==> config.mk <==
export PLATFORM = sky130hd
export DESIGN_NAME = prg_loader
export DESIGN_NICKNAME = d
export VERILOG_FILES = /design/src/rtl/prg_loader.sv
export SDC_FILE = /design/constraint.sdc
export NUM_CORES = 1
export LEC_CHECK = 0
export BUFFER_PORTS_ARGS = -buffer_cell sky130_fd_sc_hd__buf_2
export CORE_MARGIN = 4
export CORE_UTILIZATION = 45
export CTS_BUF_LIST = sky130_fd_sc_hd__clkbuf_4
export DETAILED_ROUTE_END_ITERATION = 6
export PLACE_DENSITY = 0.75
export SKIP_LAST_GASP = 1
export SYNTH_ARGS = -nofsm -noshare
export SYNTH_HDL_FRONTEND = slang
export SYNTH_SLANG_ARGS = --single-unit
==> constraint.sdc <==
create_clock -name clk -period 8.85 [get_ports clk]
set_clock_uncertainty 0.15 [all_clocks]
set_input_delay 0.4425 -clock clk [delete_from_list [all_inputs] [get_ports clk]]
set_output_delay 0.4425 -clock clk [all_outputs]
set_load 0.005 [all_outputs]
==> src/rtl/prg_loader.sv <==
// Copies a downloaded .prg image (2-byte load-address header + payload) from the
// data_io buffer into main RAM over a request/ack DMA port, then patches the BASIC pointers.
module prg_loader #(
    parameter bit          PATCH_PTRS = 1'b1,
    parameter logic [15:0] PTR_BASE   = 16'h002A,
    parameter int          BUF_BYTES  = 16384
) (
    input  logic        clk,
    input  logic        reset_n,
    input  logic        downloading,
    input  logic [15:0] size,
    output logic [13:0] io_a,
    input  logic [7:0]  io_dout,
    output logic        dma_req,
    input  logic        dma_ack,
    output logic [15:0] ram_addr,
    output logic [7:0]  ram_dout,
    output logic        ram_we,
    output logic        busy,
    output logic        done,
    output logic        err,
    output logic [2:0]  dbg_state
);

    typedef enum logic [2:0] {
        S_IDLE  = 3'd0,
        S_HDR   = 3'd1,
        S_REQ   = 3'd2,
        S_FETCH = 3'd3,
        S_COPY  = 3'd4,
        S_PATCH = 3'd5,
        S_DONE  = 3'd6
    } state_t;

    localparam logic [15:0] BUF_LEN = 16'(BUF_BYTES);

    state_t      state, state_n;
    logic        dl_s1, dl_s2, dl_d;
    logic [15:0] len;
    logic [15:0] idx;
    logic [15:0] load;
    logic [1:0]  hdr_cnt;
    logic [2:0]  patch_cnt;

    logic        trigger;
    logic        active;
    logic        abort;
    logic [15:0] size_len;
    logic [15:0] idx_inc;
    logic [15:0] copy_addr;
    logic [15:0] end_addr;
    logic        last_byte;
    logic        wrap;

    assign trigger   = dl_d & ~dl_s2;
    assign active    = (state == S_HDR) || (state == S_REQ) || (state == S_FETCH) ||
                       (state == S_COPY) || (state == S_PATCH);
    assign abort     = active & dl_s2;
    assign size_len  = (size > BUF_LEN) ? BUF_LEN : size;
    assign idx_inc   = idx + 16'd1;
    assign copy_addr = load + idx - 16'd2;
    assign end_addr  = load + len - 16'd2;
    assign last_byte = (idx_inc == len);
    // Writing the top of the address space with bytes still pending means the image overflows.
    assign wrap      = (copy_addr == 16'hFFFF) && !last_byte;
    assign dbg_state = state;

    always_comb begin
        state_n  = state;
        io_a     = 14'd0;
        ram_addr = 16'd0;
        ram_dout = 8'd0;
        ram_we   = 1'b0;
        dma_req  = 1'b0;
        busy     = 1'b0;
        done     = 1'b0;
        case (state)
            S_IDLE: begin
                if (trigger)
                    state_n = (size_len <= 16'd2) ? S_DONE : S_HDR;
            end
            S_HDR: begin
                busy = 1'b1;
                io_a = {13'd0, hdr_cnt != 2'd0};
                if (hdr_cnt == 2'd2)
                    state_n = S_REQ;
            end
            S_REQ: begin
                busy    = 1'b1;
                dma_req = 1'b1;
                if (dma_ack)
                    state_n = S_FETCH;
            end
            S_FETCH: begin
                busy    = 1'b1;
                dma_req = 1'b1;
                io_a    = idx[13:0];
                if (dma_ack)
                    state_n = S_COPY;
            end
            S_COPY: begin
                // io_a stays on idx so a stalled byte is re-read while ack is low.
                busy     = 1'b1;
                dma_req  = 1'b1;
                io_a     = idx[13:0];
                ram_addr = copy_addr;
                ram_dout = io_dout;
                if (dma_ack) begin
                    ram_we = 1'b1;
                    if (last_byte)
                        state_n = PATCH_PTRS ? S_PATCH : S_DONE;
                    else if (wrap)
                        state_n = S_DONE;
                    else
                        state_n = S_FETCH;
                end
            end
            S_PATCH: begin
                busy     = 1'b1;
                dma_req  = 1'b1;
                ram_addr = PTR_BASE + {13'd0, patch_cnt};
                ram_dout = patch_cnt[0] ? end_addr[15:8] : end_addr[7:0];
                if (dma_ack) begin
                    ram_we = 1'b1;
                    if (patch_cnt == 3'd5)
                        state_n = S_DONE;
                end
            end
            S_DONE: begin
                done    = 1'b1;
                state_n = S_IDLE;
            end
            default: state_n = S_IDLE;
        endcase
        if (abort) begin
            state_n = S_DONE;
            ram_we  = 1'b0;
            dma_req = 1'b0;
        end
    end

    always_ff @(posedge clk) begin
        if (!reset_n) begin
            state     <= S_IDLE;
            dl_s1     <= 1'b0;
            dl_s2     <= 1'b0;
            dl_d      <= 1'b0;
            len       <= 16'd0;
            idx       <= 16'd0;
            load      <= 16'd0;
            hdr_cnt   <= 2'd0;
            patch_cnt <= 3'd0;
            err       <= 1'b0;
        end else begin
            state <= state_n;
            dl_s1 <= downloading;
            dl_s2 <= dl_s1;
            dl_d  <= dl_s2;
            case (state)
                S_IDLE: begin
                    if (trigger) begin
                        len       <= size_len;
                        err       <= (size_len <= 16'd2);
                        idx       <= 16'd2;
                        hdr_cnt   <= 2'd0;
                        patch_cnt <= 3'd0;
                    end
                end
                S_HDR: begin
                    hdr_cnt <= hdr_cnt + 2'd1;
                    if (hdr_cnt == 2'd1)
                        load[7:0] <= io_dout;
                    if (hdr_cnt == 2'd2)
                        load[15:8] <= io_dout;
                end
                S_COPY: begin
                    if (dma_ack && !abort) begin
                        idx <= idx_inc;
                        if (wrap)
                            err <= 1'b1;
                    end
                end
                S_PATCH: begin
                    if (dma_ack && !abort)
                        patch_cnt <= patch_cnt + 3'd1;
                end
                default: ;
            endcase
            if (abort)
                err <= 1'b1;
        end
    end

endmodule

==> flow_summary.yaml <==
run_status:
  status: "completed"
global_routing:
  grt.total_usage_pct: 23.4
  antenna_found_initial: 0
  overflow: 0
  grt_pass1_vias: 5154
  grt_max_degree: 38
  grt_pass1_wl_um: 27200
placement:
  routabilityCongestion: 0.943
  port_buffers: 73
  dp_hpwl_um: 13700
detailed_routing:
  wl_um: 17300
  route.detailed.drc: 0
  vias_per_cell: 5.69
  ant_nets: 0
  num_vias: 5863
  drt_iter0_drc: 455
  first_pass_iters: 5
  drt-wirelength-per-cell_um: 16.8
cts:
  cts_resized: 0
  clock-sinks: 60
  clkTransAtPathRegs_ns: 0.11
  clk_path_buf_depth: 2
  cts_tree: "yes"
  numCtsBuffers: 9
  htree_levels: 3
  hold_buffers: 0
  cts_setup_buffers: 0
  insertion_delay_ns: 0.44
  cts_root_buf: "clkbuf_4"
yosys:
  async_reset_ff_share_pct: 0
  synth_top_cell_by_area: "dfxtp_1"
  synth_edf_count: 0
  synth.distinct_cells: 71
  synth_nets: 898
  synthFlopType: "dfxtp_1"
  synth_area_leaders: "dfxtp_1, ha_1, inv_1, a21oi_1, nand2_1"
  ys_ff_latch: 60
  ys.warnings.count: 0
  syn_area_sq_um: 5780
  synthesis.area_per_instance_sq_um: 7.22
  syn-instance-count: 801
  synth_top_area_share_pct: 20.8
  seq_area_frac_synth_pct: 20.8
finish:
  final_cell_mix: "inv_1, nand2_1, a21oi_1"
  drive_gt1_share_pct: 12.3
  areaGrowthSynthToFinish_pct: 10.2
  final_common_cell: "inv_1"
  n_antenna_cell: 0
  final_nets: 951
timing:
  finalCriticalPeriod_ns: 4.24
  worst_pin_slew_ns: 1.11
  setup_viol: 0
  slew_headroom_pct: 25.8
  fin_crit_sh_pct: 47.9
  rsz0062_at_grt: "false"
  hold_viol: 0
  fin_tns_setup_ns: 0
  fmax_mhz: 236
  report.final.slew_viol_count: 0
pwr:
  finalPower_mw: 0.600
  vdd_drop_max_uv: 72.7
  p_leak_nw: 2.83
  power.density_nw_per_um2: 94.1
worst_setup_path:
  worstSetupStartpoint: "len[1]"
  cp-end-kind: "primary output"
  critPathRequiredTime_ns: 8.26
  cp_max_fo: 4
  critPathLaunchType: "flip-flop"
  path_class: "reg2out"
  crit-reg2reg-launch: "idx[2]"
  arrival_ns: 3.65
run:
  maxCapViolations: 0
floorplan:
  rows: 41
  pin_count: 74
  die_w_um: 121
  die_area_sq_um: 14700
  dieHeight_um: 121
  initial_utilization_pct: 45.8
  core_sq_um: 12600
hold_path:
  hold_path.startpoint: "downloading"
  holdCritPathClass: "in2reg"
power by group:
part           switching [mW]  internal [mW]  total, mW  leakage, nW
sequential            0.00342          0.272      0.276        0.484
clock                   0.108          0.153      0.261       0.0978
combinational          0.0392         0.0244     0.0637         2.25
total                   0.151          0.449      0.600         2.83
metal layers:
layer,vias to the layer above,track usage (%),share of wire [%]
met1,2695,32.7,45
met4,0,7.07,2.7
met3,30,4.80,8.5
met5,-,0,0
met2,239,36.3,44
li1,2899,-,-
registers in the layout (all words and copies together) (netlist names):
| name | flops |
|---|---|
| len | 16 |
| dl_s1 | 1 |
| hdr_cnt | 2 |
| patch_cnt | 3 |
| dbg_state | 3 |
| load | 16 |
| dl_s2 | 1 |
| idx | 16 |
| err | 1 |
| dl_d | 1 |
logic make-up after synthesis:
logic type / synth area share (%)
DFF: 20.8
buffers and inverters: 10.6
and+or+nand+nor: 22.7
AOI/OAI and AO/OA: 23.8
adders and majority gates: 15.2
muxes: 0.541
xor gates and xnor gates: 6.36
critical path, stage by stage (launching register included):
cell and delay, ns:
dfxtp_1 0.38, inv_1 0.06, ha_1 0.27, inv_1 0.04, ha_1 0.21, fa_1 0.40
a21oi_1 0.23, o211ai_1 0.19, o211ai_1 0.24, a21oi_1 0.12, o41a_1 0.43, o21a_1 0.18
o31ai_1 0.22, a22o_1 0.15, buf_2 0.10
Yosys cell counts, drive strengths merged (6+ instances only):
cell	instances
nor2	54
xnor2	30
a211oi	12
a22oi	6
and3	8
nand2	83
nand3	24
nor2b	9
ha	67
clkbuf	28
o21ai	43
a21oi	78
and2	17
a21o	8
nand4	9
a22o	16
a31oi	10
xor2	12
dfxtp	60
nor3	27
inv	111
or3	8
final timing paths:
path	to	slack, ns	cells past startpoint
max	ram_dout[7]	4.61	14
min	dl_s1	0.06	2
max reg2reg	dbg_state[0]	5.03	12
min reg2reg	dl_s2	0.29	1
cell type report:
class / instances / area, sq um
flip-flops and latches: 60 / 1200
clock inverters: 4 / 97.6
inverters: 111 / 417
repair buffers: 75 / 380
fillers: 1296 / 6240
well taps: 172 / 215
multi-input cells: 597 / 3980
clock buffers: 12 / 90.1
stage by stage:
step           area [sq um]  hold slack [ns]  cells  util, %  setup WS, ns
2_1_floorplan          5780            0.262    801        -          5.41
3_3_place_gp           6190            0.266   1015     49.0          5.15
3_5_place_dp           6190            0.269   1015     49.0          5.11
4_1_cts                6380           0.0450   1031     50.5          4.61
5_1_grt                6380           0.0480   1031     50.5          4.35
6_report               6380           0.0634   1031     50.5          4.61
(Power assumes the default switching activity.)
